==> config.mk <==
export PLATFORM = sky130hd
export DESIGN_NAME = uart_baud_gen_flat
export DESIGN_NICKNAME = d
export VERILOG_FILES = /design/src/rtl/uart_pkg.sv /design/src/rtl/uart_baud_gen_if.sv /design/src/rtl/uart_frac_div.sv /design/src/rtl/uart_baud_gen.sv /design/src/flat_wrapper.sv
export SDC_FILE = /design/constraint.sdc
export NUM_CORES = 1
export LEC_CHECK = 0
export BUFFER_PORTS_ARGS = -buffer_cell sky130_fd_sc_hd__buf_2
export CAP_MARGIN = 30
export CORE_MARGIN = 1
export CORE_UTILIZATION = 60
export DETAILED_ROUTE_END_ITERATION = 16
export PLACE_DENSITY = 0.84
export SKIP_CTS_REPAIR_TIMING = 1
export SYNTH_ARGS = -nofsm -noshare
export SYNTH_HDL_FRONTEND = slang
export SYNTH_HIERARCHICAL = 1
export SYNTH_SLANG_ARGS = --single-unit
==> constraint.sdc <==
create_clock -name clk -period 6.1 [get_ports clk]
set_input_delay 1.22 -clock clk [delete_from_list [all_inputs] [get_ports clk]]
set_output_delay 1.22 -clock clk [all_outputs]
set_load 0.02 [all_outputs]
==> src/rtl/uart_pkg.sv <==
// Shared constants and helpers for the UART baud/oversample tick generator.
package uart_pkg;

   localparam logic MODE_TX = 1'b0;
   localparam logic MODE_RX = 1'b1;
   localparam int   DIV_MIN = 2;

   function automatic int clog2(input int value);
      int result;
      result = 0;
      for (int i = 0; i < 31; i++) begin
         if ((1 << i) < value) result = i + 1;
      end
      return result;
   endfunction

endpackage

==> src/rtl/uart_baud_gen_if.sv <==
// Control/configuration and tick bundle between the UART and its baud generator.
interface uart_baud_gen_if
   import uart_pkg::*;
#(
   parameter int DIV_W  = 16,
   parameter int FRAC_W = 4,
   parameter int OVS    = 16
) ();

   logic                     enable;
   logic                     mode;
   logic [DIV_W-1:0]         cfg_div_int;
   logic [FRAC_W-1:0]        cfg_div_frac;
   logic                     cfg_load;
   logic                     ovs_tick;
   logic                     bit_tick;
   logic                     sample_tick;
   logic [clog2(OVS)-1:0]    phase;
   logic                     cfg_pending;

   modport master (
      output enable, mode, cfg_div_int, cfg_div_frac, cfg_load,
      input  ovs_tick, bit_tick, sample_tick, phase, cfg_pending
   );

   modport slave (
      input  enable, mode, cfg_div_int, cfg_div_frac, cfg_load,
      output ovs_tick, bit_tick, sample_tick, phase, cfg_pending
   );

endinterface

==> src/rtl/uart_frac_div.sv <==
// Fractional period counter: periods of D or D+1 clocks chosen by accumulator carry.
module uart_frac_div
   import uart_pkg::*;
#(
   parameter int DIV_W  = 16,
   parameter int FRAC_W = 4
) (
   input  logic              clk,
   input  logic              reset,
   input  logic              enable,
   input  logic [DIV_W-1:0]  div_int,
   input  logic [FRAC_W-1:0] div_frac,
   input  logic              acc_clr,
   output logic              tick_next,
   output logic              ovs_tick
);

   logic              running;
   logic [DIV_W:0]    cnt;
   logic [FRAC_W-1:0] acc;
   logic [DIV_W-1:0]  d_eff;
   logic [FRAC_W-1:0] acc_base;
   logic [FRAC_W:0]   acc_sum;
   logic [DIV_W:0]    period;

   assign d_eff     = (div_int < DIV_W'(DIV_MIN)) ? DIV_W'(DIV_MIN) : div_int;
   assign acc_base  = acc_clr ? '0 : acc;
   assign acc_sum   = {1'b0, acc_base} + {1'b0, div_frac};
   assign period    = {1'b0, d_eff} + (DIV_W+1)'(acc_sum[FRAC_W]);
   // tick_next flags the edge that ends the current period and starts the next
   assign tick_next = running && (cnt == (DIV_W+1)'(1));

   always_ff @(posedge clk) begin
      if (!reset || !enable) begin
         running  <= 1'b0;
         cnt      <= '0;
         acc      <= '0;
         ovs_tick <= 1'b0;
      end else if (!running || tick_next) begin
         running  <= 1'b1;
         cnt      <= period;
         acc      <= acc_sum[FRAC_W-1:0];
         ovs_tick <= tick_next;
      end else begin
         cnt      <= cnt - (DIV_W+1)'(1);
         ovs_tick <= 1'b0;
      end
   end

endmodule

==> src/rtl/uart_baud_gen.sv <==
// Baud/oversample tick generator with runtime fractional divisor and bit-aligned reload.
module uart_baud_gen
   import uart_pkg::*;
#(
   parameter int DIV_W        = 16,
   parameter int FRAC_W       = 4,
   parameter int OVS          = 16,
   parameter int DEF_DIV_INT  = 27,
   parameter int DEF_DIV_FRAC = 2
) (
   input logic            clk,
   input logic            reset,
   uart_baud_gen_if.slave bus
);

   localparam int PH_W = clog2(OVS);

   typedef enum logic {IDLE, RUN} state_t;

   state_t            state;
   logic              launch;
   logic [DIV_W-1:0]  act_int, shd_int, div_int_sel;
   logic [FRAC_W-1:0] act_frac, shd_frac, div_frac_sel;
   logic              pending;
   logic [PH_W-1:0]   phase_r;
   logic              bit_r, samp_r;
   logic              tick_next, ovs_tick;
   logic              wrap, apply_now;

   assign wrap         = tick_next && (phase_r == PH_W'(OVS-1));
   // A pending divisor must drive the very period that begins at the bit boundary
   assign apply_now    = (state == RUN) && bus.enable && wrap && pending;
   assign div_int_sel  = apply_now ? shd_int  : act_int;
   assign div_frac_sel = apply_now ? shd_frac : act_frac;

   uart_frac_div #(.DIV_W(DIV_W), .FRAC_W(FRAC_W)) u_frac_div (
      .clk       (clk),
      .reset     (reset),
      .enable    (bus.enable),
      .div_int   (div_int_sel),
      .div_frac  (div_frac_sel),
      .acc_clr   (apply_now),
      .tick_next (tick_next),
      .ovs_tick  (ovs_tick)
   );

   always_ff @(posedge clk) begin
      if (!reset) begin
         state    <= IDLE;
         launch   <= 1'b0;
         phase_r  <= '0;
         bit_r    <= 1'b0;
         samp_r   <= 1'b0;
         pending  <= 1'b0;
         act_int  <= DIV_W'(DEF_DIV_INT);
         act_frac <= FRAC_W'(DEF_DIV_FRAC);
      end else begin
         case (state)
            IDLE: begin
               phase_r <= '0;
               bit_r   <= 1'b0;
               samp_r  <= 1'b0;
               if (bus.cfg_load) begin
                  act_int  <= bus.cfg_div_int;
                  act_frac <= bus.cfg_div_frac;
               end
               if (bus.enable) begin
                  state  <= RUN;
                  launch <= (bus.mode == MODE_TX);
               end
            end
            RUN: begin
               if (!bus.enable) begin
                  state   <= IDLE;
                  launch  <= 1'b0;
                  phase_r <= '0;
                  bit_r   <= 1'b0;
                  samp_r  <= 1'b0;
                  pending <= 1'b0;
                  if (bus.cfg_load) begin
                     act_int  <= bus.cfg_div_int;
                     act_frac <= bus.cfg_div_frac;
                  end else if (pending) begin
                     act_int  <= shd_int;
                     act_frac <= shd_frac;
                  end
               end else begin
                  launch <= 1'b0;
                  bit_r  <= launch || wrap;
                  samp_r <= tick_next && (phase_r == PH_W'(OVS/2-1));
                  if (tick_next) phase_r <= phase_r + PH_W'(1);
                  if (apply_now) begin
                     act_int  <= shd_int;
                     act_frac <= shd_frac;
                     pending  <= 1'b0;
                  end
                  // A load on the applying edge lands in the shadow and stays pending
                  if (bus.cfg_load) begin
                     shd_int  <= bus.cfg_div_int;
                     shd_frac <= bus.cfg_div_frac;
                     pending  <= 1'b1;
                  end
               end
            end
            default: state <= IDLE;
         endcase
      end
   end

   assign bus.ovs_tick    = ovs_tick;
   assign bus.bit_tick    = bit_r;
   assign bus.sample_tick = samp_r;
   assign bus.phase       = phase_r;
   assign bus.cfg_pending = pending;

endmodule

==> src/flat_wrapper.sv <==
// flat-port wrapper written by rule: the top's interface ports become plain ports
module uart_baud_gen_flat import uart_pkg::*;
#(
   parameter int DIV_W        = 16,
   parameter int FRAC_W       = 4,
   parameter int OVS          = 16,
   parameter int DEF_DIV_INT  = 27,
   parameter int DEF_DIV_FRAC = 2
)
  (clk, reset, bus_enable, bus_mode, bus_cfg_div_int, bus_cfg_div_frac, bus_cfg_load, bus_ovs_tick, bus_bit_tick, bus_sample_tick, bus_phase, bus_cfg_pending);
  uart_baud_gen_if #(.DIV_W(DIV_W), .FRAC_W(FRAC_W), .OVS(OVS)) bus_i ();
  input logic clk;
  input logic reset;
  input wire logic [$bits(bus_i.enable)-1:0] bus_enable;
  input wire logic [$bits(bus_i.mode)-1:0] bus_mode;
  input wire logic [$bits(bus_i.cfg_div_int)-1:0] bus_cfg_div_int;
  input wire logic [$bits(bus_i.cfg_div_frac)-1:0] bus_cfg_div_frac;
  input wire logic [$bits(bus_i.cfg_load)-1:0] bus_cfg_load;
  output wire logic [$bits(bus_i.ovs_tick)-1:0] bus_ovs_tick;
  output wire logic [$bits(bus_i.bit_tick)-1:0] bus_bit_tick;
  output wire logic [$bits(bus_i.sample_tick)-1:0] bus_sample_tick;
  output wire logic [$bits(bus_i.phase)-1:0] bus_phase;
  output wire logic [$bits(bus_i.cfg_pending)-1:0] bus_cfg_pending;
  assign bus_i.enable = bus_enable;
  assign bus_i.mode = bus_mode;
  assign bus_i.cfg_div_int = bus_cfg_div_int;
  assign bus_i.cfg_div_frac = bus_cfg_div_frac;
  assign bus_i.cfg_load = bus_cfg_load;
  assign bus_ovs_tick = bus_i.ovs_tick;
  assign bus_bit_tick = bus_i.bit_tick;
  assign bus_sample_tick = bus_i.sample_tick;
  assign bus_phase = bus_i.phase;
  assign bus_cfg_pending = bus_i.cfg_pending;
  uart_baud_gen #(.DIV_W(DIV_W), .FRAC_W(FRAC_W), .OVS(OVS), .DEF_DIV_INT(DEF_DIV_INT), .DEF_DIV_FRAC(DEF_DIV_FRAC)) u_core (.clk(clk), .reset(reset), .bus(bus_i));
endmodule
* After elaboration in Yosys (flattened, before gate mapping) *
Index checks and enable logic that the tools add are counted.

storage, ports and cells
  register bits after elaboration = 72
  latch bits = 0
  memory bits (writable) = 0
  bits in read-only memories = 0
  input bits = 25
  output and inout bits = 8
  logic and storage cells = 74
  memories = 0

operators by class
  add/subtract/negate cells = 4
  multipliers = 0
  div/mod/pow operators = 0
  magnitude comparators = 1
  equal/unequal tests = 8
  shift operators = 0
  muxes and demuxes = 28
  bitwise operators = 3
  reductions and logical operators = 16

operators with widths
  operator               number
  $mux 16                6
  $mux 4                 8
  $pmux 16 s2            1
  $add 16x1->17          1
  $eq 17x1->1 const B    1
  $mux 17                1
  $sub 17x1->17 const B  1
  $lt 16x2->1 const B    1
  $pmux 4 s2             2
  $mux 1                 7
  $logic_and 1x1->1      6
  $pmux 1 s2             3
  $add 4x4->5            1
  $add 4x1->4 const B    1
  $eq 4x3->1 const B     1
  $eq 4x4->1 const B     1
  $ne 2x2->1 const B     2
  $ne 4x4->1 const B     1
  $reduce_and 2->1       2
  $reduce_and 4->1       1
  $logic_not 1->1        3
  $logic_or 1x1->1       3
  $ne 3x1->1 const B     1
  $ne 3x3->1 const B     1
  2 further kinds        4

* Depth between registers and ports, before layout *
  depth after elaboration = 10
  gate-level depth with buffers = 23
  mapped depth without buffers = 22

* Hierarchy *
The synthesis kept the hierarchy.

modules (own cells, without submodules)
  module         times used  cells each  area an instance (um2)  sequential area each (um2)
  uart_baud_gen  1           261         2379.8                  1181.1
  uart_frac_div  1           192         1599.0                  460.4

* Worst setup path before layout *
OpenSTA, ideal clock, no wires.

  kind = flip-flop to flip-flop
  from = register u_core.u_frac_div.cnt[2]
  to = register u_core.u_frac_div.cnt[14]
  library setup time = 0.075 ns
  arrival = 4.144 ns
  data required time = 6.025 ns
  setup slack = 1.881 ns
  stages on the path, launching flop included = 23
  buffers on the path = 1
  clock period less this slack = 4.219 ns
  path through = dfxtp_1 > nor4_1 > nand4_1 > nor3_1 > and4_4 > nand3_2 > inv_2 > buf_2 > nand2_1 > nand2_1 > ha_1 > inv_1 > fa_1 > nor2b_1 > o21ai_0 > nand2b_1 > ha_1 > ha_1 > nand2_1 > nor2_1 > nand2_1 > xor2_1 > o22ai_1

on the way
  elaborated cells between the ends (all ways) = 15
  those cells by class = 3 x add/sub; 1 x order compare; 1 x eq/ne; 5 x mux; 5 x reduce/logical

RTL lines
  what                             RTL line             source
  start: declaration               uart_frac_div.sv:19  logic [DIV_W:0] cnt;
  start signal: assignment         uart_frac_div.sv:41  cnt <= period;
  start signal: assignment         uart_frac_div.sv:45  cnt <= cnt - (DIV_W+1)'(1);
  $eq 17x1->1                      uart_frac_div.sv:31  assign tick_next = running && (cnt == (DIV_W+1)'(1));
  $logic_and 1x1->1                uart_frac_div.sv:31
  net u_core.tick_next             uart_baud_gen.sv:27  logic tick_next, ovs_tick;
  $logic_and 1x1->1                uart_baud_gen.sv:30  assign wrap = tick_next && (phase_r == PH_W'(OVS-1));
  $logic_and 1x1->1 (2 in series)  uart_baud_gen.sv:32  assign apply_now = (state == RUN) && bus.enable && wrap && pending;
  $mux 4                           -
  net u_core.div_frac_sel[0]       uart_baud_gen.sv:23  logic [FRAC_W-1:0] act_frac, shd_frac, div_frac_sel;
  $add 4x4->5                      uart_frac_div.sv:28  assign acc_sum = {1'b0, acc_base} + {1'b0, div_frac};
  $add 16x1->17                    uart_frac_div.sv:29  assign period = {1'b0, d_eff} + (DIV_W+1)'(acc_sum[FRAC_W]);
  $mux 17                          uart_frac_div.sv:39  end else if (!running || tick_next) begin

The timed path passes the listed nets, and every way through them passes these cells.
A chain may end at the register's enable or synchronous reset.

* Worst setup path after layout *
  from = register u_core.u_frac_div.cnt[2]
  to = register u_core.u_frac_div.cnt[12]

The elaborated chain is that of the path after synthesis.

==> impl.org <==
** Setup path
- Critical path arrival :: 5.35 ns
- On the critical path, the stage with the largest delay is an instance of sky130_fd_sc_hd__nor4_1.
- Critical-path maximum fanout :: 26
- Cell Chain, Critical Path :: nor4_1 > nand4_1 > nor3_1 > and4_4 > nand3_2 > buf_4 > inv_2 > nand2_1 > nand2_1 > ha_1 > inv_1 > fa_1 > nor2b_1 > o21ai_0 > nand2b_1 > ha_1 > ha_1 > nand2_1 > nor2_1 > nand2_1 > xor2_1 > o22ai_1
- Counting stages on the worst path, the most repeated cell is sky130_fd_sc_hd__nand2_1.
- The worst setup path is of the reg -> reg kind.
- Largest incremental delay on the critical path :: 0.74 ns
- Type of element capturing the critical path :: register
- Startpoint types :: register
- At the worst endpoint, the required time is 6.37 ns.

** Floorplanning
- The total area inside the core boundary comes to 6390 sq um.
- Y dimension of the die :: 83.4 um
- For this configuration, the core starts out at a cell density of 0.623.
- For this design the top-level I/O count stands at 33.
- Width of the die :: 83.4 um
- FP Rows :: 29
- Die area :: 6960 sq um

** Clock network
- CTS placed an instance of sky130_fd_sc_hd__clkbuf_8 at the clock tree root.
- Clk Latency, worst-skew pair :: 0.35 ns
- CTS saw 72 sinks.
- Counting the buffers created by CTS gives 9.
- Clock transition at the registers of the reported paths :: 0.07 ns
- Maximum level of the CTS H-tree :: 3
- Largest buffer count on any clock path :: 2
- TritonCTS clock tree :: done

** Yosys
- The most used flip-flop cell after synthesis is sky130_fd_sc_hd__dfxtp_1.
- After synthesis, the share of flip-flops with an asynchronous set or reset is 0.
- Number of flops mapped to enable cells by yosys :: 20
- Synthesis inferred 72 register bits.
- After synthesis the cells add up to 3980 sq um.
- Post-synthesis instance total :: 453
- Distinct cells, synth :: 57
- A synthesized cell averages 8.78 sq um.
- YS warnings :: 6
- For this run, the register share of the synthesized area comes to 0.413.
- Counting every net in the synthesized netlist gives 488.

** Min path
- The tightest min-delay check is of the reg -> reg type.

** Place
- OpenSTA, run right after detailed placement, puts the worst setup slack at 1.13 ns.
- Placer congestion estimate :: 0.839
- Detailed placement ended at an HPWL of 6.27 mm.
- Port Buf Inserts :: 32

** Final layout
- Registers take 1640 sq um.
- The multi-input combinational cells in the finished layout cover a total of 2180 sq um.
- Layout Utilization :: 0.677
- Ant. Diodes :: 0
- Most frequent standard cell in the layout excluding fill and tap cells :: sky130_fd_sc_hd__nand2_1
- Number of nets in the final layout :: 512
- Counting the fill cells in the layout gives 501.
- In the layout the commonest cells are sky130_fd_sc_hd__nand2_1 (103), sky130_fd_sc_hd__dfxtp_1 (52), sky130_fd_sc_hd__nor2_1 (40).
- From synthesis to final layout, the design area changed by 8.71%.
- Fraction of final layout cells with drive strength greater than 1 :: 0.151

** Flow run
- Across the run, the number of max-cap violations was 0.

** Pwr
- Static Leakage :: 1.75 nW
- The worst-case IR drop observed on VDD is 0.179 mV.
- Power spread over the standard cell area amounts to 249 nW/um^2.

** Detailed routing
- Post-detailed-route DRC marker count :: 0
- DRC marker count from the first detailed-route iteration :: 219
- Count of vias placed by the detailed router :: 3,428
- Sum of routed wire length over all layers :: 9.00 mm
- WL per Instance :: 16.1 um
- DRT antenna net count :: 0
- Number of detailed-routing iterations run before antenna repair :: 5
- Number of vias per cell :: 6.13

** Timing
- Fmax achieved :: 0.197 GHz
- In the finished design, the share of the clock period the worst path needs comes to 0.832.
- Setup repair after global routing left no endpoint under its margin.
- Setup violations remaining at the end of the flow were counted as 0.
- Hold violation total from the final report :: 0
- The clock arrives with 0.00925 ns of skew.
- Final critical path time including I/O delays and setup :: 5.08 ns
- Headroom to the max-slew limit came out at 0.331.
- Adding up every negative setup slack in the final design gives 0 ns.
- For the pin with the worst max-slew slack, the measured transition is 1.00 ns.
- Worst setup margin :: 1.02 ns
- Count of final max-slew check failures :: 0

** Global routing
- Wire length of the first global-routing pass :: 15.1 mm
- In the global route stage, overall resource usage came out at 0.269.
- Entering global routing, the biggest net connects 27 pins.
- The number of antenna violations at the first check in global routing came to 0.
- After global routing the overflow that remains totals 0.
- The via count of the first global-routing pass came to 3,241.

** Status
- Run status :: finished clean
==> synthesized netlist by cell type, drive strengths merged (9+ instances only) <==
cell,number,area [sq um]
o22ai,13,95.1
edfxtp,20,601
xnor2,18,158
dfxtp,52,1040
xor2,15,131
a21oi,12,60.1
mux2i,14,140
nand2,105,399
a211oi,13,128
nand3,9,50.1
ha,9,113
nor2,40,150
buf,16,105
nand2b,10,62.6
o211ai,9,67.6
nor4,10,68.8
==> flip-flops by register name, summed over array words and instances (netlist names) <==
register                    cells
u_core/state                    1
u_core/act_int                 16
u_core/bus.cfg_pending          1
u_core/bus.phase                4
u_core/shd_frac                 4
u_core/u_frac_div/running       1
u_core/u_frac_div/acc           4
u_core/launch                   1
u_core/bus.bit_tick             1
u_core/u_frac_div/ovs_tick      1
u_core/act_frac                 4
u_core/u_frac_div/cnt          17
u_core/shd_int                 16
u_core/bus.sample_tick          1
==> critical path: cells and delay by family (launching register included) <==
kind / cells / cell delay (ns)
AO/OA/AOI/OAI: 2 / 0.23
XOR/XNOR: 1 / 0.16
adder cells (fa/ha/maj): 4 / 1.00
buffers and inverters: 3 / 0.42
flip-flops: 1 / 0.36
AND/OR/NAND/NOR: 12 / 2.82
==> area by class of cell <==
class	count	area share
Tap cell	77	0.0223
Timing Repair Buffer	35	0.0422
Inverter	9	0.00781
Clock inverter	7	0.0165
Multi-Input combinational cell	350	0.503
Sequential cell	72	0.380
Clock buffer	9	0.0286
==> routing by layer <==
| layer | vias up | GRT usage | part of all wire |
|---|---|---|---|
| met1 | 1614 | 0.361 | 0.44 |
| met5 | - | 0 | 0 |
| li1 | 1659 | - | - |
| met4 | 0 | 0.116 | 0.024 |
| met3 | 22 | 0.0527 | 0.057 |
| met2 | 133 | 0.425 | 0.48 |
==> where the power goes <==
group          switching (mW)  leakage, nW  total (mW)  internal, mW
clock                   0.182        0.103       0.371         0.189
combinational           0.106         1.04       0.178        0.0724
sequential             0.0174        0.607       0.529         0.511
==> final timing paths <==
kind / cells after the start / from / end / slack [ns]
min reg2reg: 2 / u_core/act_frac[3]$_SDFFE_PN0P_ / u_core/act_frac[3]$_SDFFE_PN0P_ / 0.47
max reg2reg: 22 / u_core/u_frac_div/cnt[2]$_SDFF_PP0_ / u_core/u_frac_div/cnt[12]$_SDFF_PP0_ / 1.02
min: 2 / u_core/act_frac[3]$_SDFFE_PN0P_ / u_core/act_frac[3]$_SDFFE_PN0P_ / 0.47
max: 22 / u_core/u_frac_div/cnt[2]$_SDFF_PP0_ / u_core/u_frac_div/cnt[12]$_SDFF_PP0_ / 1.02
==> cell families (layout without fill, tap and decap cells) <==
group,Yosys count,after routing,share of synthesized area
AND/OR/NAND/NOR,208,208,0.238
buffers and inverters,31,60,0.0406
XOR/XNOR,33,33,0.0726
multiplexers,14,14,0.0352
adder cells (fa/ha/maj),10,10,0.0333
AO/OA/AOI/OAI,85,85,0.167
flip-flops,72,72,0.413
==> per-stage QoR <==
step,cells,instance area (sq um),hold WS (ns),power (mW)
after global routing,559,4330,0.492,1.13
after detailed placement,543,4130,0.459,0.712
after CTS,559,4330,0.471,1.08
final,559,4330,0.471,1.08
after floorplan,453,3980,0.440,0.672
after global placement,543,4130,0.456,0.706
Power figures use the tool's default switching activity.
